`config.mk`:
```
export PLATFORM = sky130hd
export DESIGN_NAME = io_write_buffer_flat
export DESIGN_NICKNAME = d
export VERILOG_FILES = /design/src/rtl/io_write_buffer_pkg.sv /design/src/rtl/io_write_buffer_if.sv /design/src/rtl/io_write_buffer_sync_fifo.sv /design/src/rtl/io_write_buffer.sv /design/src/flat_wrapper.sv
export SDC_FILE = /design/constraint.sdc
export NUM_CORES = 1
export LEC_CHECK = 0
export CAP_MARGIN = 20
export CORE_UTILIZATION = 50
export CTS_CLUSTER_SIZE = 8
export DETAILED_ROUTE_END_ITERATION = 12
export PLACE_DENSITY = 0.79
export SLEW_MARGIN = 10
export SYNTH_ARGS = -nofsm -noshare
export SYNTH_HDL_FRONTEND = slang
export SYNTH_SLANG_ARGS = --single-unit
```
`constraint.sdc`:
```
create_clock -name clk -period 7.4 [get_ports clk]
set_input_delay 1.48 -clock clk [delete_from_list [all_inputs] [get_ports clk]]
set_output_delay 1.48 -clock clk [all_outputs]
set_load 0.05 [all_outputs]
```
`src/rtl/io_write_buffer_pkg.sv`:
```
// Shared constants for the IO write buffer: register offsets (addr[3:2])
// and STATUS / CTRL bit positions, plus a helper that packs STATUS.
package io_pkg;

  // Register offsets as seen on addr[3:2]
  localparam logic [1:0] IO_DATA_OFS   = 2'd0;
  localparam logic [1:0] IO_STATUS_OFS = 2'd1;
  localparam logic [1:0] IO_CTRL_OFS   = 2'd2;
  localparam logic [1:0] IO_OVF_OFS    = 2'd3;

  // STATUS layout
  localparam int STATUS_FULL_BIT  = 0;
  localparam int STATUS_EMPTY_BIT = 1;
  localparam int STATUS_COUNT_LSB = 8;
  localparam int STATUS_COUNT_W   = 8;

  // CTRL layout
  localparam int CTRL_FLUSH_BIT   = 0;
  localparam int CTRL_OVF_CLR_BIT = 1;

  // Pack the STATUS word; all unlisted bits read as zero.
  function automatic logic [31:0] status_word(input logic       full,
                                              input logic       empty,
                                              input logic [7:0] count);
    logic [31:0] w;
    w = '0;
    w[STATUS_FULL_BIT]                         = full;
    w[STATUS_EMPTY_BIT]                        = empty;
    w[STATUS_COUNT_LSB +: STATUS_COUNT_W]      = count;
    return w;
  endfunction

endpackage

```
`src/rtl/io_write_buffer_if.sv`:
```
// CPU data-memory port plus VGA image-word handshake for io_write_buffer.
// slave: the write buffer's view; master: the CPU/VGA side driving it.
interface io_write_buffer_if;
  logic        wEn;
  logic [31:0] addr;
  logic [31:0] dataIn;
  logic [31:0] dataOut;
  logic [31:0] image_word;
  logic        image_valid;
  logic        image_ready;

  modport slave (
    input  wEn, addr, dataIn, image_ready,
    output dataOut, image_word, image_valid
  );

  modport master (
    output wEn, addr, dataIn, image_ready,
    input  dataOut, image_word, image_valid
  );
endinterface

```
`src/rtl/io_write_buffer_sync_fifo.sv`:
```
// Single-clock FIFO with flush. Pointers wrap modulo DEPTH (power of two);
// count is one bit wider so full and empty are unambiguous. A push while
// full is accepted only when a pop happens in the same cycle.
module sync_fifo #(
  parameter int WIDTH = 32,
  parameter int DEPTH = 8
) (
  input  logic                     clk,
  input  logic                     rst_n,
  input  logic                     i_flush,
  input  logic                     i_push,
  input  logic [WIDTH-1:0]         i_wdata,
  input  logic                     i_pop,
  output logic [WIDTH-1:0]         o_rdata,
  output logic                     o_full,
  output logic                     o_empty,
  output logic [$clog2(DEPTH):0]   o_count
);

  localparam int AW = $clog2(DEPTH);
  localparam int CW = AW + 1;

  logic [WIDTH-1:0] r_mem [DEPTH];
  logic [AW-1:0]    r_wr_ptr;
  logic [AW-1:0]    r_rd_ptr;
  logic [CW-1:0]    r_count;

  logic w_pop_ok;
  logic w_push_ok;

  assign o_full    = (r_count == CW'(DEPTH));
  assign o_empty   = (r_count == '0);
  assign o_count   = r_count;
  assign o_rdata   = o_empty ? '0 : r_mem[r_rd_ptr];

  // Flush wins over a concurrent pop; a full FIFO takes a push only alongside a pop.
  assign w_pop_ok  = i_pop && !o_empty && !i_flush;
  assign w_push_ok = i_push && !i_flush && (!o_full || w_pop_ok);

  // Pointer and count update
  always_ff @(posedge clk) begin
    // NOTE: sequential state uses non-blocking assignments so every register
    // samples the pre-edge values, independent of statement order.
    if (!rst_n) begin
      r_wr_ptr <= '0;
      r_rd_ptr <= '0;
      r_count  <= '0;
    end else if (i_flush) begin
      r_wr_ptr <= '0;
      r_rd_ptr <= '0;
      r_count  <= '0;
    end else begin
      if (w_push_ok) r_wr_ptr <= r_wr_ptr + AW'(1);
      if (w_pop_ok)  r_rd_ptr <= r_rd_ptr + AW'(1);
      case ({w_push_ok, w_pop_ok})
        2'b10:   r_count <= r_count + CW'(1);
        2'b01:   r_count <= r_count - CW'(1);
        default: r_count <= r_count;
      endcase
    end
  end

  // Storage write
  always_ff @(posedge clk) begin
    // NOTE: the storage array has no reset; entries are only read once the
    // count says they were written, so resetting them would buy nothing.
    if (rst_n && w_push_ok) r_mem[r_wr_ptr] <= i_wdata;
  end

endmodule

```
`src/rtl/io_write_buffer.sv`:
```
// Memory-mapped write buffer: CPU stores to DATA are queued and streamed to
// the VGA stage over a valid/ready handshake. Register window at IO_BASE:
// 0x0 DATA (W), 0x4 STATUS (R), 0x8 CTRL (W), 0xC overflow count (R).
// Optional feature: define IO_WBUF_OVERFLOW_CNT_EN to add the saturating
// dropped-push counter at 0xC (cleared by CTRL bit 1); otherwise 0xC reads 0.
module io_write_buffer
  import io_pkg::*;
#(
  parameter int          DEPTH   = 8,
  parameter logic [31:0] IO_BASE = 32'h0000_F000
) (
  input  logic               clk,
  input  logic               rst_n,
  io_write_buffer_if.slave   bus
);

  localparam int CW = $clog2(DEPTH) + 1;

  logic          w_hit;
  logic [1:0]    w_ofs;
  logic          w_data_wr;
  logic          w_ctrl_wr;
  logic          w_flush;
  logic          w_pop;
  logic          w_drop;
  logic          w_full;
  logic          w_empty;
  logic [CW-1:0] w_count;
  logic [31:0]   w_head;
  logic [31:0]   w_ovf_rd;
  logic [31:0]   w_rd_data;
  logic [31:0]   r_data_out;
  logic          w_unused_bits;

  // Address decode: one register per cycle, byte lane bits ignored.
  assign w_hit     = (bus.addr[31:4] == IO_BASE[31:4]);
  assign w_ofs     = bus.addr[3:2];
  assign w_data_wr = bus.wEn && w_hit && (w_ofs == IO_DATA_OFS);
  assign w_ctrl_wr = bus.wEn && w_hit && (w_ofs == IO_CTRL_OFS);
  assign w_flush   = w_ctrl_wr && bus.dataIn[CTRL_FLUSH_BIT];

  assign w_pop     = bus.image_valid && bus.image_ready;
  // A push is lost only when the FIFO is full and nothing leaves this cycle.
  assign w_drop    = w_data_wr && w_full && !w_pop;

  assign w_unused_bits = ^{bus.addr[1:0], bus.dataIn[31:1]};

  sync_fifo #(
    .WIDTH (32),
    .DEPTH (DEPTH)
  ) u_fifo (
    .clk     (clk),
    .rst_n   (rst_n),
    .i_flush (w_flush),
    .i_push  (w_data_wr),
    .i_wdata (bus.dataIn),
    .i_pop   (w_pop),
    .o_rdata (w_head),
    .o_full  (w_full),
    .o_empty (w_empty),
    .o_count (w_count)
  );

  assign bus.image_valid = !w_empty;
  assign bus.image_word  = w_head;

`ifdef IO_WBUF_OVERFLOW_CNT_EN
  logic [31:0] r_ovf_cnt;

  // Saturating count of dropped pushes, software-clearable through CTRL.
  always_ff @(posedge clk) begin
    if (!rst_n) begin
      r_ovf_cnt <= '0;
    end else if (w_ctrl_wr && bus.dataIn[CTRL_OVF_CLR_BIT]) begin
      r_ovf_cnt <= '0;
    end else if (w_drop && (r_ovf_cnt != '1)) begin
      r_ovf_cnt <= r_ovf_cnt + 32'd1;
    end
  end

  assign w_ovf_rd = r_ovf_cnt;
`else
  assign w_ovf_rd = '0;
`endif

  // Register read mux; STATUS reflects FIFO state before the sampling edge.
  always_comb begin
    // NOTE: default first so every path assigns w_rd_data and no latch is inferred.
    w_rd_data = '0;
    if (w_hit) begin
      case (w_ofs)
        IO_STATUS_OFS: w_rd_data = status_word(w_full, w_empty, 8'(w_count));
        IO_OVF_OFS:    w_rd_data = w_ovf_rd;
        default:       w_rd_data = '0;
      endcase
    end
  end

  // Registered CPU load data
  always_ff @(posedge clk) begin
    if (!rst_n) r_data_out <= '0;
    else        r_data_out <= w_rd_data;
  end

  assign bus.dataOut = r_data_out;

endmodule
```
`src/flat_wrapper.sv`:
```
// flat-port wrapper written by rule: the top's interface ports become plain ports
module io_write_buffer_flat import io_pkg::*;
#(
  parameter int          DEPTH   = 8,
  parameter logic [31:0] IO_BASE = 32'h0000_F000
)
  (clk, rst_n, bus_wEn, bus_addr, bus_dataIn, bus_image_ready, bus_dataOut, bus_image_word, bus_image_valid);
  io_write_buffer_if bus_i ();
  input  logic clk;
  input  logic rst_n;
  input wire logic [$bits(bus_i.wEn)-1:0] bus_wEn;
  input wire logic [$bits(bus_i.addr)-1:0] bus_addr;
  input wire logic [$bits(bus_i.dataIn)-1:0] bus_dataIn;
  input wire logic [$bits(bus_i.image_ready)-1:0] bus_image_ready;
  output wire logic [$bits(bus_i.dataOut)-1:0] bus_dataOut;
  output wire logic [$bits(bus_i.image_word)-1:0] bus_image_word;
  output wire logic [$bits(bus_i.image_valid)-1:0] bus_image_valid;
  assign bus_i.wEn = bus_wEn;
  assign bus_i.addr = bus_addr;
  assign bus_i.dataIn = bus_dataIn;
  assign bus_i.image_ready = bus_image_ready;
  assign bus_dataOut = bus_i.dataOut;
  assign bus_image_word = bus_i.image_word;
  assign bus_image_valid = bus_i.image_valid;
  io_write_buffer #(.DEPTH(DEPTH), .IO_BASE(IO_BASE)) u_core (.clk(clk), .rst_n(rst_n), .bus(bus_i));
endmodule
```
-- Word level (Yosys, flattened, before mapping)
Memories as Yosys holds them, arrays and structs flattened. A register that Yosys moved wholly into a read port is not among the register bits.
Index checks and enable logic that the tools add are counted.
- bits in registers: 42
- memory bits (writable): 256
- input port bits: 68
- output and inout bits: 65
- word-level logic and storage cells: 43
- memories kept: 1
- add/sub/neg operators: 4
- eq/ne operators: 6
- mux-type cells: 6
- bitwise gates (word level): 1
- reductions and logical operators: 20
- memories (memory ; words ; width ; read ports ; clocked after memory_dff ; wr ports ; RTL line ; text):
    u_core.u_fifo.r_mem ; 8 ; 32 ; 1 ; 1 ; 1 ; io_write_buffer_sync_fifo.sv:23 ; logic [WIDTH-1:0] r_mem [DEPTH];
- operators with widths (operator ; number):
    $mux W32 ; 1
    $eq A28 B12 Y1 const B ; 1
    $logic_and A1 B1 Y1 ; 10
    $pmux W4 S2 ; 1
    $add A3 B1 Y3 const B ; 2
    $mux W3 ; 2
    $add A4 B1 Y4 const B ; 1
    $eq A2 B1 Y1 const B ; 2
    $eq A2 B2 Y1 const B ; 2
    $eq A4 B4 Y1 const B ; 1
    $logic_not A4 Y1 ; 1
    $sub A4 B1 Y4 const B ; 1
    $logic_not A1 Y1 ; 3
    $reduce_and A3 Y1 ; 1
    $logic_not A2 Y1 ; 1
    $mux W1 ; 2
    $reduce_and A2 Y1 ; 1
    $reduce_bool A2 Y1 ; 1
    $reduce_or A2 Y1 ; 1
    $logic_or A1 B1 Y1 ; 1
    $not A1 Y1 ; 1

-- Longest topological paths before layout
Gate-level depths: netlist of run 1.
- depth after elaboration: 11
- mapped depth: 12
- mapped depth without buffers: 12

-- Cells and area by module
A second synthesis of run 1 with hierarchy kept.
- cell total of the unflattened synthesis: 553
- area, all modules: 10923.0 um2
- modules (own cells, without submodules) (module ; times used ; cells each ; area an instance (um2)):
    sync_fifo ; 1 ; 490 ; 10410.0
    io_write_buffer ; 1 ; 63 ; 513.0

-- Worst setup path after synthesis of run 1
OpenSTA, ideal clock, no wires.
- path kind: input-to-reg
- from: input bus_addr[20]
- to: memory u_core.u_fifo.r_mem[5][0], enable pin
- setup time: 0.461 ns
- arrival time: 4.668 ns
- slack: 2.271 ns
- cell stages on the path: 5
- buffers on the path: 0
- path through: nor4_4 -> nand4_2 -> nor3_4 -> nand2_2 -> nor3_1
- cells in the longest elaborated chain, start to end: 11
- elaborated cells between the ends (all ways): 13
- classes of those cells: 1 x eq/ne; 2 x mux; 10 x reduce/logical
- ends and longest elaborated chain (what ; RTL line ; text):
    start: declaration ; flat_wrapper.sv:12 ; input wire logic [$bits(bus_i.addr)-1:0] bus_addr;
    $eq A28 B12 Y1 (*) ; io_write_buffer.sv:36 ; assign w_hit = (bus.addr[31:4] == IO_BASE[31:4]);
    $logic_and A1 B1 Y1 (*) ; io_write_buffer.sv:38, io_write_buffer.sv:39 ;
    $logic_and A1 B1 Y1 ; io_write_buffer.sv:39 ; assign w_ctrl_wr = bus.wEn && w_hit && (w_ofs == IO_CTRL_OFS);
    $logic_and A1 B1 Y1 ; io_write_buffer.sv:40 ; assign w_flush = w_ctrl_wr && bus.dataIn[CTRL_FLUSH_BIT];
    $logic_not A1 Y1 ; io_write_buffer_sync_fifo.sv:37, io_write_buffer_sync_fifo.sv:38 ;
    $logic_and A1 B1 Y1 ; io_write_buffer_sync_fifo.sv:37 ; assign w_pop_ok = i_pop && !o_empty && !i_flush;
    $logic_or A1 B1 Y1 ; io_write_buffer_sync_fifo.sv:38 ; assign w_push_ok = i_push && !i_flush && (!o_full || w_pop_ok);
    $logic_and A1 B1 Y1 (*) ; io_write_buffer_sync_fifo.sv:38 ;
    $logic_and A1 B1 Y1 (*) ; io_write_buffer_sync_fifo.sv:67 ; if (rst_n && w_push_ok) r_mem[r_wr_ptr] <= i_wdata;
    $mux W1 (*) ; io_write_buffer_sync_fifo.sv:67 ;
    $mux W1 (implied by the code) (*) ; io_write_buffer_sync_fifo.sv:67 ;
    end: declaration ; io_write_buffer_sync_fifo.sv:23 ;
Mark *: on every way between the ends. The rest lies on a longest branch, timed or not.

==> results of run 1 <==
-- final cells by class --
cell class                      count  area (sq um)  share of cell area (%)
Antenna cell                        1          2.50                  0.0186
Clock buffer                       46          1020                    7.63
Clock inverter                      4          52.6                   0.392
Inverter                            5          18.8                   0.140
Multi-Input combinational cell    239          2760                    20.6
Sequential cell                   275          8080                    60.2
Tap cell                          275           344                    2.56
Timing Repair Buffer              117          1140                    8.48
-- cell usage in the layout (no fill, tap or decap), types with 2 or more instances in the layout --
cell             synthesis  final
dfxtp_4                  0      2
nor4_2                   2      2
ha_1                     4      4
and2_1                   3      3
conb_1                   1     26
buf_4                   26     13
clkdlybuf4s50_1          0    104
xnor2_1                  4      4
nand2_1                  7      7
a21oi_1                  2      2
nand4_2                  2      2
nand3_1                  3      3
edfxtp_1               256    256
and4b_1                  3      3
a21o_1                   2      2
mux4_2                  64     64
dfxtp_1                 19     16
nor3_1                   8      4
o32ai_1                  2      2
nor4_4                   4      4
and4_1                   3      3
clkbuf_1                12      6
nor2_4                   0      2
mux2i_1                 36     36
nor2_1                  41     39
clkbuf_16                0     40
nor4b_4                  0      2
inv_1                    4      4
nor4b_2                  4      2
nor3_2                   0      4
-- critical path, delay by kind of cell, from the launching register on --
| family | cells | cell delay, ns |
|---|---|---|
| buffers and inverters | 2 | 1.39 |
| and+or+nand+nor | 1 | 0.06 |
| muxes | 2 | 0.84 |
| DFF | 1 | 0.78 |
-- power groups by stage --
stage / sequential (mW) / clock (mW) / combinational, mW
6_report: 1.70 / 1.57 / 0.0883
5_1_grt: 1.70 / 1.66 / 0.0938
4_1_cts: 1.70 / 1.60 / 0.0880
3_5_place_dp: 1.73 / 0 / 0.0875
3_3_place_gp: 1.73 / 0 / 0.0830
2_1_floorplan: 1.73 / 0 / 0.0437
-- cell usage after synthesis (7+ instances only) --
cell type  count  share of area, %
nand2_1        7              0.24
mux2i_1       36               3.3
buf_2          7              0.32
mux4_2        64                13
edfxtp_1     256                70
buf_4         26               1.8
clkbuf_1      12              0.41
nor2_1        41               1.4
nor3_1         8              0.36
dfxtp_1       19               3.5
-- registers in the layout, summed over array words and instances (netlist names), named ones only --
register and count:
u_core.u_fifo.r_mem 256, u_core.bus.dataOut 6, u_core.u_fifo.o_count 4, u_core.u_fifo.r_rd_ptr 3, u_core.u_fifo.r_wr_ptr 3
-- logic make-up (layout without fill, tap and decap cells) --
kind of cell	Yosys count	count (layout)	synth area share (%)
adder cells (fa/ha/maj)	5	5	0.637
AND/OR/NAND/NOR	90	90	5.35
multiplexers	101	101	16.5
flip-flops	275	275	73.3
XOR/XNOR	5	5	0.398
buffers and inverters	54	172	2.88
AO/OA/AOI/OAI	12	12	0.853
other	1	27	0.0341
-- worst min-delay path by stage --
stage                                         start        to  slack (ns)  cells past startpoint
after global routing      u_core.u_fifo.r_rd_ptr[2]  register        0.54                      2
after global placement    u_core.u_fifo.r_rd_ptr[2]  register        0.48                      2
after floorplan           u_core.u_fifo.r_rd_ptr[2]  register        0.46                      2
after detailed placement  u_core.u_fifo.r_rd_ptr[2]  register        0.48                      2
after CTS                 u_core.u_fifo.r_rd_ptr[2]  register        0.51                      2
final                     u_core.u_fifo.r_rd_ptr[2]  register        0.51                      2
-- through the flow --
stage                     power, mW  cells
after CTS                      3.38    961
after floorplan                1.77    568
final                          3.36    962
after global placement         1.81    911
after detailed placement       1.82    911
after global routing           3.45    962
-- routing by layer --
layer  wire (microns)  part of all wire, %  vias up  track usage (%)
li1                 -                    -     2411                -
met1             8680                   40     2829             26.3
met2            11400                   52      235             33.6
met3             1370                  6.3       31             4.03
met4              365                  1.7        0             5.96
met5                0                    0        -                0
==> run_results.csv, run 1 <==
group,metric,value,unit
grt,grt_max_degree,65,
placement,postPlaceCellArea,12300,sq um
finish,area_growth,22.0,%
power_and_ir_drop,powerDensity,251,nW/um^2
critical_path,crit_arrival,3.61,ns
detailed_routing,routed_wl,21800,microns
critical_path,path_class,"register to output pin",
die,die_h,150,microns
die,io-pin-count,133,
grt,grt_pass1_vias,5750,
critical_path,required,5.92,ns
critical_path,reg2reg_from,"u_core.u_fifo.o_count[1]",
cts,post_cts_resized,0,
logic_synthesis,synth_seq_cells,275,
timing,slew_headroom,29.9,%
grt,track_usage,20.0,%
critical_path,slowest_delay,0.78,ns
worst_hold_path,hp-class,"register to register",
critical_path,r2r_slack,4.08,ns
detailed_routing,wl_per_cell,22.6,microns
grt,overflow,0,
die,dieArea,22600,sq um
timing,drv_slew,0,
critical_path,worstSetupEndpointType,"output pin",
critical_path,cp-start-kind,"register",
placement,routabilityCongestion,0.744,
die,core,21300,sq um
cts,clock_latency,0.52,ns
power_and_ir_drop,p_sw,661,uW
power_and_ir_drop,intPower,2.70,mW
timing,whs,0.512,ns
grt,grt_pass1_wl,33000,microns
cts,cts.htree.levels,2,
timing,finalWorstSetupSlack,2.31,ns
detailed_routing,routed_via_density,5.72,
cts,cts_tree,"yes",
logic_synthesis,synth_cells,543,
critical_path,reg2reg_to,"u_core.u_fifo.o_count[3]",
logic_synthesis,yosysSeqAreaShare,73.3,%
cts,path_clk_slew,0.05,ns
outcome,status,"finished clean",
placement,numPortBuffers,104,
finish,nNetsFinal,751,
critical_path,cp_slowest_cell,"dfxtp_4",
job,maxCapViolations,0,
placement,dp_hpwl,12600,microns
critical_path,reg2regPathDepth,12,
critical_path,crit_chain,"buf_4 -> mux4_2 -> mux2i_1 -> nor2_1 -> clkdlybuf4s50_1",
detailed_routing,drt_iter0_markers,372,
die,fp-row-count,53,
critical_path,cp-endpoint,"bus_image_word[8]",
logic_synthesis,async_flop_share,0,%
placement,post-place-ws,2.37,ns
power_and_ir_drop,sequentialPowerShare,50.6,%
finish,stdcell_area,13400,sq um
detailed_routing,vias,5506,
timing,min_period,5.09,ns
logic_synthesis,yosys_warnings,0,
timing,timing.fmax,196,MHz
cts,numCtsBuffers,40,
timing,tns,0,ns
timing,tightestPinTransition,1.05,ns
cts,ctsHoldBuffers,0,
timing,fin_worst_skew,0.0143,ns
power_and_ir_drop,p_leak,4.21,nW
detailed_routing,postRouteAntennaNets,0,
grt,grt_antenna_before_repair,1,
cts,cts_sinks,275,
power_and_ir_drop,vdd.ir_drop.worst,0.000207,V
timing,finalSetupViolations,0,
timing,period_share,68.8,%
detailed_routing,first_pass_iters,6,
cts,clockRootBuffer,"clkbuf_16",
finish,fin_util,63.0,%
logic_synthesis,ys.flop_type,"edfxtp_1",
die,die_w,150,microns
logic_synthesis,synth_edf_count,256,
cts,post_cts_buffers,0,
logic_synthesis,synth_cell_types,47,
power_and_ir_drop,clock_power_share,46.8,%
logic_synthesis,syn_area,11000,sq um
power_and_ir_drop,comb_power_share,2.6,%
detailed_routing,drc,0,
die,initial_core_util,51.7,%
timing,final-hold-violation-count,0,
power_and_ir_drop,p_sw_share,19.7,%
finish,drive_gt1_share,21.9,%
logic_synthesis,avgSynthCellArea,20.3,sq um
cts,clockBufferDepth,3,
finish,nFillCells,1411,
timing,rsz0062_at_grt,"no",
critical_path,crit_fanout,33,
Power figures use the tool's default switching activity.
==> run 2: changes to the inputs <==
PLACE_DENSITY = 0.82   (was 0.79)
clock period = 4.1 ns   (was 7.4 ns; I/O delays follow)
==> run 2 against run 1 <==
  * Worst setup slack worse by 2.0 ns
  * Clock skew up 0.0075 ns
  * Cell area up 1.2%
  * Sequential share of layout area down 0.72 points
  * Largest power group unchanged
==> run_results.csv, run 2 (synthesized netlist as in run 1, its figures left out) <==
group,metric,value,unit
detailed_routing,first_pass_iters,5,
job,maxCapViolations,0,
timing,timing.fmax,262,MHz
finish,final_common_cell,"edfxtp_1",
die,core,21300,sq um
critical_path,cpLargestDelayFamily,"buffers and inverters",
die,die_w,150,microns
cts,path_clk_slew,0.05,ns
detailed_routing,routed_wl,22300,microns
finish,final_cell_mix,"edfxtp_1, clkdlybuf4s50_1, mux4_2",
timing,fin_worst_skew,0.0218,ns
die,dieArea,22600,sq um
placement,dp_hpwl,12600,microns
timing,slew_headroom,58.6,%
critical_path,path_class,"register to output pin",
timing,rsz0062_at_grt,"no",
outcome,status,"finished clean",
cts,numCtsBuffers,40,
timing,drv_slew,0,
timing,period_share,93.1,%
critical_path,crit_fanout,26,
grt,track_usage,20.2,%
placement,post-place-ws,0.341,ns
cts,cts_tree,"yes",
grt,grt_max_degree,37,
critical_path,reg2reg_to,"u_core.u_fifo.o_count[3]",
cts,clock_latency,0.52,ns
die,io-pin-count,133,
timing,min_period,3.82,ns
finish,area_growth,23.4,%
cts,clockRootBuffer,"clkbuf_16",
finish,regMostFlops,"u_core.u_fifo.r_mem",
timing,finalSetupViolations,0,
grt,grt_antenna_before_repair,0,
timing,tns,0,ns
worst_hold_path,hold-path-cell-count,2,
critical_path,worstSetupEndpointType,"output pin",
critical_path,reg2regPathDepth,13,
critical_path,crit_arrival,3.00,ns
grt,grt_pass1_wl,33100,microns
timing,final-hold-violation-count,0,
finish,stdcell_area,13600,sq um
detailed_routing,vias,5627,
finish,fin_util,63.8,%
critical_path,r2r_slack,1.16,ns
power_and_ir_drop,powerDensity,443,nW/um^2
critical_path,required,3.28,ns
cts,post_cts_buffers,0,
power_and_ir_drop,p_leak,4.28,nW
finish,drive_gt1_share,23.0,%
detailed_routing,wl_per_cell,22.9,microns
timing,finalWorstSetupSlack,0.284,ns
critical_path,reg2reg_from,"u_core.u_fifo.o_count[1]",
die,initial_core_util,51.7,%
timing,tightestPinTransition,0.621,ns
cts,post_cts_resized,0,
worst_hold_path,hp-class,"register to register",
cts,cts.htree.levels,2,
cts,ctsHoldBuffers,0,
critical_path,slowest_delay,0.71,ns
critical_path,cp-start-kind,"register",
cts,cts_sinks,275,
detailed_routing,drc,0,
cts,clockBufferDepth,3,
placement,postPlaceCellArea,12500,sq um
detailed_routing,routed_via_density,5.78,
detailed_routing,drt_iter0_markers,384,
finish,largest_reg_flops,256,
placement,numPortBuffers,104,
power_and_ir_drop,vdd.ir_drop.worst,0.000366,V
placement,routabilityCongestion,0.779,
worst_hold_path,min_from,"u_core.u_fifo.r_rd_ptr[2]",
die,fp-row-count,53,
finish,nNetsFinal,762,
die,die_h,150,microns
grt,overflow,0,
detailed_routing,postRouteAntennaNets,0,
grt,grt_pass1_vias,5934,
critical_path,crit_chain,"buf_12 -> mux4_2 -> mux2i_1 -> nor2_1 -> clkdlybuf4s50_1",
critical_path,path_buf_inv,2,
critical_path,cp_slowest_cell,"clkdlybuf4s50_1",
## run 2: changes by cell type in the layout (fill, tap and decap cells not counted)
cell | previous run | this run
buf_12 | 0 | 5
buf_4 | 13 | 18
nor3_2 | 4 | 2
nor3_4 | 1 | 3
buf_16 | 0 | 1
clkbuf_1 | 6 | 7
dfxtp_2 | 1 | 2
dfxtp_4 | 2 | 1
inv_16 | 1 | 0
## run 2: final cells by class
type                            instances  area [sq um]
Fill cell                            1399          7710
Inverter                                5          18.8
Tap cell                              275           344
Clock buffer                           47          1030
Antenna cell                            1          2.50
Timing Repair Buffer                  128          1300
Multi-Input combinational cell        239          2780
Sequential cell                       275          8070
Clock inverter                          3          32.5
## run 2: report_power, final
part | switching (mW) | internal (mW)
combinational | 0.0986 | 0.0595
sequential | 0.00000000410 | 3.07
clock | 1.06 | 1.74
total | 1.16 | 4.87
## run 2: how the worst max path moves through the flow
stage | startpoint | depth (start not counted) | slack (ns) | to
2_1_floorplan | bus_addr[20] | 5 | -0.37 | u_core.u_fifo.r_mem[5][0]
3_5_place_dp | bus_addr[17] | 12 | 0.34 | u_core.u_fifo.o_count[3]
4_1_cts | register | 5 | 0.07 | bus_image_word[12]
5_1_grt | register | 5 | 0.15 | bus_image_word[12]
6_report | register | 5 | 0.28 | bus_image_word[12]
3_3_place_gp | bus_addr[6] | 12 | 0.43 | u_core.u_fifo.o_count[3]
## run 2: routing by layer
layer / global-route usage (%) / vias up / wire (microns)
met5: 0 / - / 0
met4: 5.66 / 0 / 387
met3: 3.97 / 40 / 1590
met2: 37.0 / 274 / 11800
met1: 24.2 / 2876 / 8530
li1: - / 2437 / -
## run 2: worst min-delay path, stage by stage (launching register included)
cell     delay [ns]
dfxtp_1        0.31
o21ai_0        0.08
a21oi_1        0.10
## run 2: per-stage QoR
stage,cells,total power [mW],hold slack [ns]
floorplan,568,3.20,0.459
global placement,921,3.27,0.470
detailed placement,921,3.28,0.495
CTS,971,6.06,0.537
global route,972,6.18,0.558
finish,973,6.02,0.545
==> run 3: changes to the inputs <==
PLACE_DENSITY = 0.79   (was 0.82)
REMOVE_ABC_BUFFERS = 1   (was not set)
clock period = 4 ns   (was 4.1 ns; I/O delays follow)
==> run 3 against run 2 <==
  * Critical path type unchanged
  * Clock skew down 0.0096 ns
  * Sequential share of layout area decreased by 0.28 points
  * First-iteration DRC count fell by 4.2%
  * Global-route usage grew 0.46 points
  * Via count about the same
  * Register-to-register slack got worse by 0.14 ns
  * Flip-flop and latch count stayed put
  * Cell area grew 0.47%
  * Worst setup slack got worse by 0.051 ns
==> run_results.csv, run 3 (synthesized netlist as in run 1, its figures left out) <==
group,metric,value,unit
cts,cts.htree.levels,2,
power_and_ir_drop,powerDensity,460,nW/um^2
timing,tightestPinTransition,0.629,ns
placement,routabilityCongestion,0.734,
detailed_routing,drt_iter0_markers,368,
timing,drv_slew,0,
detailed_routing,routed_wl,22400,microns
finish,antenna_cells,0,
critical_path,crit_arrival,2.97,ns
cts,numCtsBuffers,40,
placement,numPortBuffers,104,
die,fp-row-count,53,
finish,nNetsFinal,766,
finish,area_growth,24.0,%
finish,final_common_cell,"edfxtp_1",
finish,register_area,8070,sq um
power_and_ir_drop,sequentialPowerShare,50.1,%
power_and_ir_drop,power,6.27,mW
grt,overflow,0,
die,io-pin-count,133,
finish,final_cells,984,
cts,clockRootBuffer,"clkbuf_16",
timing,min_period,3.77,ns
critical_path,required,3.20,ns
placement,dp_hpwl,12800,microns
finish,regMostFlops,"u_core.u_fifo.r_mem",
placement,dp_cells,926,
power_and_ir_drop,p_leak,4.32,nW
cts,clockBufferDepth,3,
worst_hold_path,hp-class,"register to register",
grt,grt_pass1_vias,6062,
die,die_h,150,microns
timing,slew_headroom,57.8,%
cts,clock_latency,0.51,ns
finish,multi_input_area,2760,sq um
detailed_routing,vias,5625,
power_and_ir_drop,p_sw_share,19.4,%
grt,track_usage,20.7,%
timing,rsz0062_at_grt,"no",
critical_path,cp_slowest_cell,"clkdlybuf4s50_1",
power_and_ir_drop,intPower,5.06,mW
critical_path,slowest_delay,0.72,ns
power_and_ir_drop,p_sw,1.22,mW
critical_path,crit_chain,"buf_12 -> mux4_2 -> mux2i_1 -> nor2_1 -> clkdlybuf4s50_1",
die,dieArea,22600,sq um
timing,period_share,94.2,%
finish,final_cell_mix,"edfxtp_1, clkdlybuf4s50_1, mux4_2",
critical_path,worstSetupEndpointType,"output pin",
die,die_w,150,microns
timing,fin_worst_skew,0.0122,ns
timing,finalSetupViolations,0,
cts,path_clk_slew,0.05,ns
detailed_routing,postRouteAntennaNets,0,
timing,tns,0,ns
finish,drive_gt1_share,23.3,%
detailed_routing,first_pass_iters,5,
grt,grt_max_degree,37,
power_and_ir_drop,clock_power_share,47.2,%
power_and_ir_drop,comb_power_share,2.6,%
critical_path,cp-start-kind,"register",
detailed_routing,wl_per_cell,22.8,microns
finish,largest_reg_flops,256,
cts,ctsHoldBuffers,0,
finish,nFillCells,1380,
detailed_routing,drc,0,
die,initial_core_util,51.7,%
critical_path,crit_fanout,22,
power_and_ir_drop,vdd.ir_drop.worst,0.000264,V
outcome,status,"finished clean",
cts,post_cts_resized,0,
cts,cts_tree,"yes",
grt,grt_antenna_before_repair,0,
detailed_routing,routed_via_density,5.72,
die,core,21300,sq um
cts,post_cts_buffers,0,
timing,final-hold-violation-count,0,
grt,grt_pass1_wl,34000,microns
job,maxCapViolations,0,
timing,timing.fmax,265,MHz
cts,cts_sinks,275,
critical_path,path_class,"register to output pin",
## run 3: cell count changes in the layout (fill, tap and decap cells not counted), sizes merged
cell    before  now
clkbuf      47   55
inv          6    7
buf         24   28
clkinv       1    0
diode        1    0
## run 3: final timing paths
kind	start	to	slack, ns	cells after the start
hold / removal	u_core.u_fifo.r_rd_ptr[2]	register	0.48	2
hold reg to reg	u_core.u_fifo.r_rd_ptr[2]	register	0.48	2
setup / recovery	register	bus_image_word[23]	0.23	5
setup reg to reg	u_core.u_fifo.o_count[0]	u_core.u_fifo.o_count[3]	1.02	13
## run 3: power groups by stage
| stage | registers [mW] | clock network (mW) | logic (mW) |
|---|---|---|---|
| 3_3_place_gp | 3.20 | 0 | 0.155 |
| 5_1_grt | 3.14 | 3.12 | 0.175 |
| 2_1_floorplan | 3.20 | 0 | 0.0608 |
| 3_5_place_dp | 3.20 | 0 | 0.163 |
| 4_1_cts | 3.15 | 3.02 | 0.164 |
| 6_report | 3.15 | 2.96 | 0.165 |
## run 3: worst max-delay path: cells and delay by family, from the launching register on
kind	cells	cell delay (ns)
buf+inv	2	1.00
flops	1	0.63
mux	2	0.72
simple gates	1	0.09
## run 3: routing by layer
metal	GRT usage, %	wire [microns]
met4	5.96	341
met5	0	0
met1	26.5	8970
met3	5.12	1770
met2	35.0	11300
## run 3: cell type report
cell class,count,share of cell area [%]
Clock inverter,3,0.183
Timing Repair Buffer,132,9.81
Clock buffer,55,7.91
Tap cell,275,2.52
Inverter,5,0.138
Multi-Input combinational cell,239,20.3
Sequential cell,275,59.2
## run 3: per-stage QoR
stage                     instance area (sq um)  utilization [%]  hold slack, ns  setup slack [ns]
after floorplan                           10800                -           0.459            -0.794
after global placement                    12500             58.9           0.474             0.405
after detailed placement                  12500             58.9           0.482             0.309
after CTS                                 13600             64.1           0.489             0.179
after global routing                      13600             64.1           0.548            0.0914
final                                     13600             64.1           0.484             0.233
==> patch 1, RTL diff (config.mk and constraints of run 2) <==
Add a define of `IO_WBUF_OVERFLOW_CNT_EN`.
--- a/src/rtl/io_write_buffer.sv
+++ b/src/rtl/io_write_buffer.sv
@@ -3,6 +3,8 @@
 // 0x0 DATA (W), 0x4 STATUS (R), 0x8 CTRL (W), 0xC overflow count (R).
 // Optional feature: define IO_WBUF_OVERFLOW_CNT_EN to add the saturating
 // dropped-push counter at 0xC (cleared by CTRL bit 1); otherwise 0xC reads 0.
+`define IO_WBUF_OVERFLOW_CNT_EN
+
 module io_write_buffer
   import io_pkg::*;
 #(
Function: same outputs for any inputs over 4 cycles, from zero or initial values; that may be too few to reach the edited logic, so the function may still have changed.
==> patch 1 against run 2 <==
Synthesized area up 17%. Global-route usage is 1.8 points higher. Power up 18%. Design area grew 20%. Worst setup slack better by 0.0040 ns. Sequential share of layout area is 2.9 points lower. First-iteration DRC count is 34% higher. Clock power is 20% higher. Sequential cell count increased by 58. Routed wire length rose by 29%. Largest power group unchanged.
==> patch 1: results (changes against run 2) <==
GRT met1 Usage -> 28.3% (+4.1 points)
largest net degree at the start of global routing -> 46 (+24%)
CTS buffer count -> 47 (+18%)
nets -> 1,025 (+35%)
M1 WL -> 11,600 microns (+36%)
post-cts resize count -> 0 (unchanged)
share of cells above drive strength 1 -> 17.7% (-5.2 points)
leakage power -> 5.16 nW (+21%)
sequential share of the synthesized area -> 71.4% (-1.9 points)
met2 wire len -> 14,600 microns (+24%)
Worst slew margin -> 60.2% (+1.5 points)
CTS Buffer Depth -> 3 (unchanged)
status -> complete, no violations
CP Max Fanout -> 21 (-19%)
placed inst area -> 15,100 sq um (+21%)
GP Congestion -> 0.795 (+2.1%)
first-pass GRT wire length -> 43,600 microns (+32%)
vias per cell -> 5.85 (+1.2%)
max reg flops -> 256 (unchanged)
critical path data arrival time -> 2.99 ns (about the same)
setup bufs post-CTS -> 0 (unchanged)
met3 Use GR -> 3.97% (about the same)
Synth area leaders -> edfxtp_1 59%, dfxtp_1 12%, mux4_2 11%, mux2i_1 2.9%, nor2_1 1.9%
Routed wire per std cell -> 22.3 microns (-2.8%)
port buffer count -> 130 (+25%)
CP max stage delay -> 0.73 ns (+0.02 ns)
Peak VDD IR -> 0.313 mV (-15%)
DP Cell Count -> 1,232 (+34%)
drt total wl -> 28,800 microns (+29%)
Top Layer Used -> met4
DP Worst Slack -> 0.173 ns (-0.169 ns)
Max Slew Vio Count -> 0 (unchanged)
GR Util All Layers -> 22.0% (+1.8 points)
fraction of registers with async set/reset -> 0% (unchanged)
number of global-route vias before repair -> 7,790 (+31%)
Antenna Cells -> 0 (-1)
Post-synth top cells -> 256 x edfxtp_1, 77 x dfxtp_1, 66 x nor2_1
WL met3 -> 1930 microns (+21%)
syn avg cell area -> 16.8 sq um (-17%)
Final Skew -> 0.0209 ns (-0.000895 ns)
Post-synth EDFFs -> 256 (unchanged)
DRT iter0 DRCs -> 514 (+34%)
hpwl dp -> 16,800 microns (+33%)
met2 Use GR -> 37.8% (+0.75 points)
Clock Latency Late Sink -> 0.53 ns
-- patch 1: cells by family (layout without fill, tap and decap cells) --
family                   after synthesis  after routing  synth area share [%]
flip-flops                           333            333                  71.4
AND/OR/NAND/NOR                      219            219                  9.08
multiplexers                         102            102                  14.1
AO/OA/AOI/OAI                         45             45                  2.04
buffers and inverters                 44            238                  1.29
XOR/XNOR                              21             21                  1.42
adder cells (fa/ha/maj)                6              6                 0.639
-- patch 1: through the flow --
stage | utilization [%] | total power [W]
finish | 64.7 | 0.00711
CTS | 64.7 | 0.00717
floorplan | - | 0.00371
global placement | 59.6 | 0.00381
detailed placement | 59.6 | 0.00381
global route | 64.7 | 0.00730
-- patch 1: path summary, 6_finish.rpt --
| check | from | end | slack (ns) | cells after the start |
|---|---|---|---|---|
| max | flop | bus_image_word[5] | 0.29 | 5 |
| min | u_core.u_fifo.r_rd_ptr[1]$_SDFFE_PP0P_ | flop | 0.47 | 2 |
| max reg2reg | u_core.u_fifo.o_count[0]$_SDFFE_PP0P_ | u_core.u_fifo.o_count[3]$_SDFFE_PP0P_ | 1.01 | 12 |
| min reg2reg | u_core.u_fifo.r_rd_ptr[1]$_SDFFE_PP0P_ | flop | 0.47 | 2 |
-- patch 1: power breakdown --
part | internal (W) | leakage, nW | switching (W)
Combinational | 0.0000605 | 1.63 | 0.0000549
Clock | 0.00207 | 0.614 | 0.00130
Sequential | 0.00363 | 2.92 | 0.0000000270
Total | 0.00576 | 5.16 | 0.00135
-- patch 1: layout make-up --
cell class / count / area (sq um)
clock buffers: 60 / 1230
repair buffers: 166 / 1750
multi-input cells: 393 / 3630
clock inverters: 2 / 32.5
flip-flops and latches: 333 / 9240
well taps: 330 / 413
fillers: 1717 / 8920
inverters: 10 / 37.5
==> patch 2, RTL diff (config.mk and constraints of run 2) <==
Without the edit above. One comparison of `r_count` changes from == to >=.
--- a/src/rtl/io_write_buffer_sync_fifo.sv
+++ b/src/rtl/io_write_buffer_sync_fifo.sv
@@ -28,7 +28,7 @@
   logic w_pop_ok;
   logic w_push_ok;
 
-  assign o_full    = (r_count == CW'(DEPTH));
+  assign o_full    = (r_count >= CW'(DEPTH));
   assign o_empty   = (r_count == '0);
   assign o_count   = r_count;
   assign o_rdata   = o_empty ? '0 : r_mem[r_rd_ptr];
Formal check against the unedited RTL: no difference found for any inputs over 4 cycles, from zero or initial values; that may be too few to reach the edited logic, so the function may still have changed.
==> patch 2 against run 2 <==
Worst setup slack worse by 0.0087 ns. Critical path depth unchanged. Routed wire length down 2.3%. Design area down 0.56%. Via count down 0.66%. Hold slack worse by 0.056 ns. Sequential cell count unchanged. Core utilization down 0.16 points. Synthesized area down 0.80%.
Power is not compared: it rests on default switching activity, and its combinational part moved more than twofold at a synthesized area within 25%.
==> patch 2: results (changes against run 2) <==
DRT iter0 DRCs -> 467 (+22%)
sequential share of the synthesized area -> 73.9% (+0.59 points)
R2R Setup Slk -> 1.37 ns (+0.21 ns)
Slew @ Worst Pin -> 0.713 ns (+0.0920 ns)
Peak VDD IR -> 0.445 mV
synth unique cells -> 45 (-4.3%)
Final Skew -> 0.0173 ns (-0.00446 ns)
Antenna Cells -> 0 (-1)
Main synth FF type -> edfxtp_1
Fillers -> 1,423 (+1.7%)
R2R Path End -> u_core.u_fifo.o_count[3]$_SDFFE_PP0P_
DP Worst Slack -> 0.335 ns (-0.00656 ns)
drt total wl -> 21,800 microns (-2.3%)
status -> complete, no violations
first-pass GRT wire length -> 33,400 microns (+0.88%)
Synth area leaders -> edfxtp_1 70%, mux4_2 13%, dfxtp_1 3.5%, mux2i_1 3.1%, buf_4 1.9%
Via Count -> 5,590 (-0.66%)
reg2reg path depth -> 12 (-1)
largest net degree at the start of global routing -> 65 (+76%)
nets -> 764 (+0.26%)
hold path cells -> 2 (unchanged)
placed inst area -> 12,400 sq um (-0.74%)
WHS -> 0.490 ns (-0.0559 ns)
port buffer count -> 104 (unchanged)
Worst R2R Start -> u_core.u_fifo.o_count[2]$_SDFFE_PP0P_
share of cells above drive strength 1 -> 22.5% (-0.50 points)
setup bufs post-CTS -> 0 (unchanged)
hpwl dp -> 12,600 microns (-0.14%)
number of global-route vias before repair -> 5,888 (-0.78%)
leakage power -> 4.31 nW
Post-synth top cells -> 256 x edfxtp_1, 64 x mux4_2, 42 x nor2_1
CP Max Fanout -> 19 (-27%)
GR Util All Layers -> 20.6% (+0.36 points)
met3 Use GR -> 4.73% (+0.76 points)
Pre-antenna DRT Iters -> 4 (-1)
Root Driver -> clkbuf_16
GP Congestion -> 0.787 (+1.1%)
met2 Use GR -> 35.3% (-1.7 points)
initial antenna violation count -> 1 (+1)
GRT met1 Usage -> 25.8% (+1.6 points)
beginning of the worst hold path -> u_core.u_fifo.r_rd_ptr[1]$_SDFFE_PP0P_
critical path data arrival time -> 3.00 ns (about the same)
patch 2: critical path, delay by kind of cell, from the launching register on:
kind / cells / cell delay (ns)
multiplexers: 2 / 0.71
buffers and inverters: 2 / 1.11
AND/OR/NAND/NOR: 1 / 0.07
flip-flops: 1 / 0.59
patch 2: layer usage:
layer / wire (microns) / vias to the layer above / share of wire, %
li1: - / 2431 / -
met1: 8680 / 2881 / 40
met2: 11200 / 239 / 51
met3: 1520 / 37 / 7.0
met4: 382 / 2 / 1.8
met5: 17 / - / 0.078
patch 2: metrics by stage:
step | std cells | total power, W | setup TNS (ns)
after floorplan | 570 | 0.00463 | -49.17
after global placement | 924 | 0.00531 | 0
after detailed placement | 924 | 0.00535 | 0
after CTS | 983 | 0.00826 | 0
after global routing | 983 | 0.00847 | 0
final | 983 | 0.00817 | 0
patch 2: worst max path at each step:
stage,from,end,slack [ns],cells after the start
2_1_floorplan,bus_addr[20],u_core.u_fifo.r_mem[2][0]$_DFFE_PP_,-0.77,6
3_3_place_gp,bus_addr[17],u_core.u_fifo.r_mem[6][7]$_DFFE_PP_,0.38,8
3_5_place_dp,bus_addr[17],u_core.u_fifo.r_mem[6][7]$_DFFE_PP_,0.33,8
4_1_cts,flop,bus_image_word[6],0.19,5
5_1_grt,flop,bus_image_word[6],0.08,5
6_report,flop,bus_image_word[1],0.28,5
patch 2: report_power, final:
group	total (W)	internal, W	switching [W]
logic	0.00213	0.000770	0.00136
clock network	0.00289	0.00181	0.00108
registers	0.00315	0.00310	0.0000544
total	0.00817	0.00567	0.00250
patch 2: cells by family (layout without fill, tap and decap cells):
logic type	Yosys count	after routing	synth area share, %
and+or+nand+nor	92	92	4.85
muxes	98	98	16.3
DFF	275	275	73.9
xor gates and xnor gates	4	4	0.321
buffers and inverters	56	194	2.94
other	1	26	0.0344
adders and majority gates	5	5	0.642
AOI/OAI and AO/OA	14	14	0.963
patch 2: cell type report:
cell class,instances,area [sq um],share of cell area (%)
tap,275,344,2.55
timing repair buffer,128,1270,9.42
multi-input combinational,239,2680,19.8
clock buffer,56,1080,8.02
inverter,7,26.3,0.195
sequential,275,8070,59.8
clock inverter,3,23.8,0.176
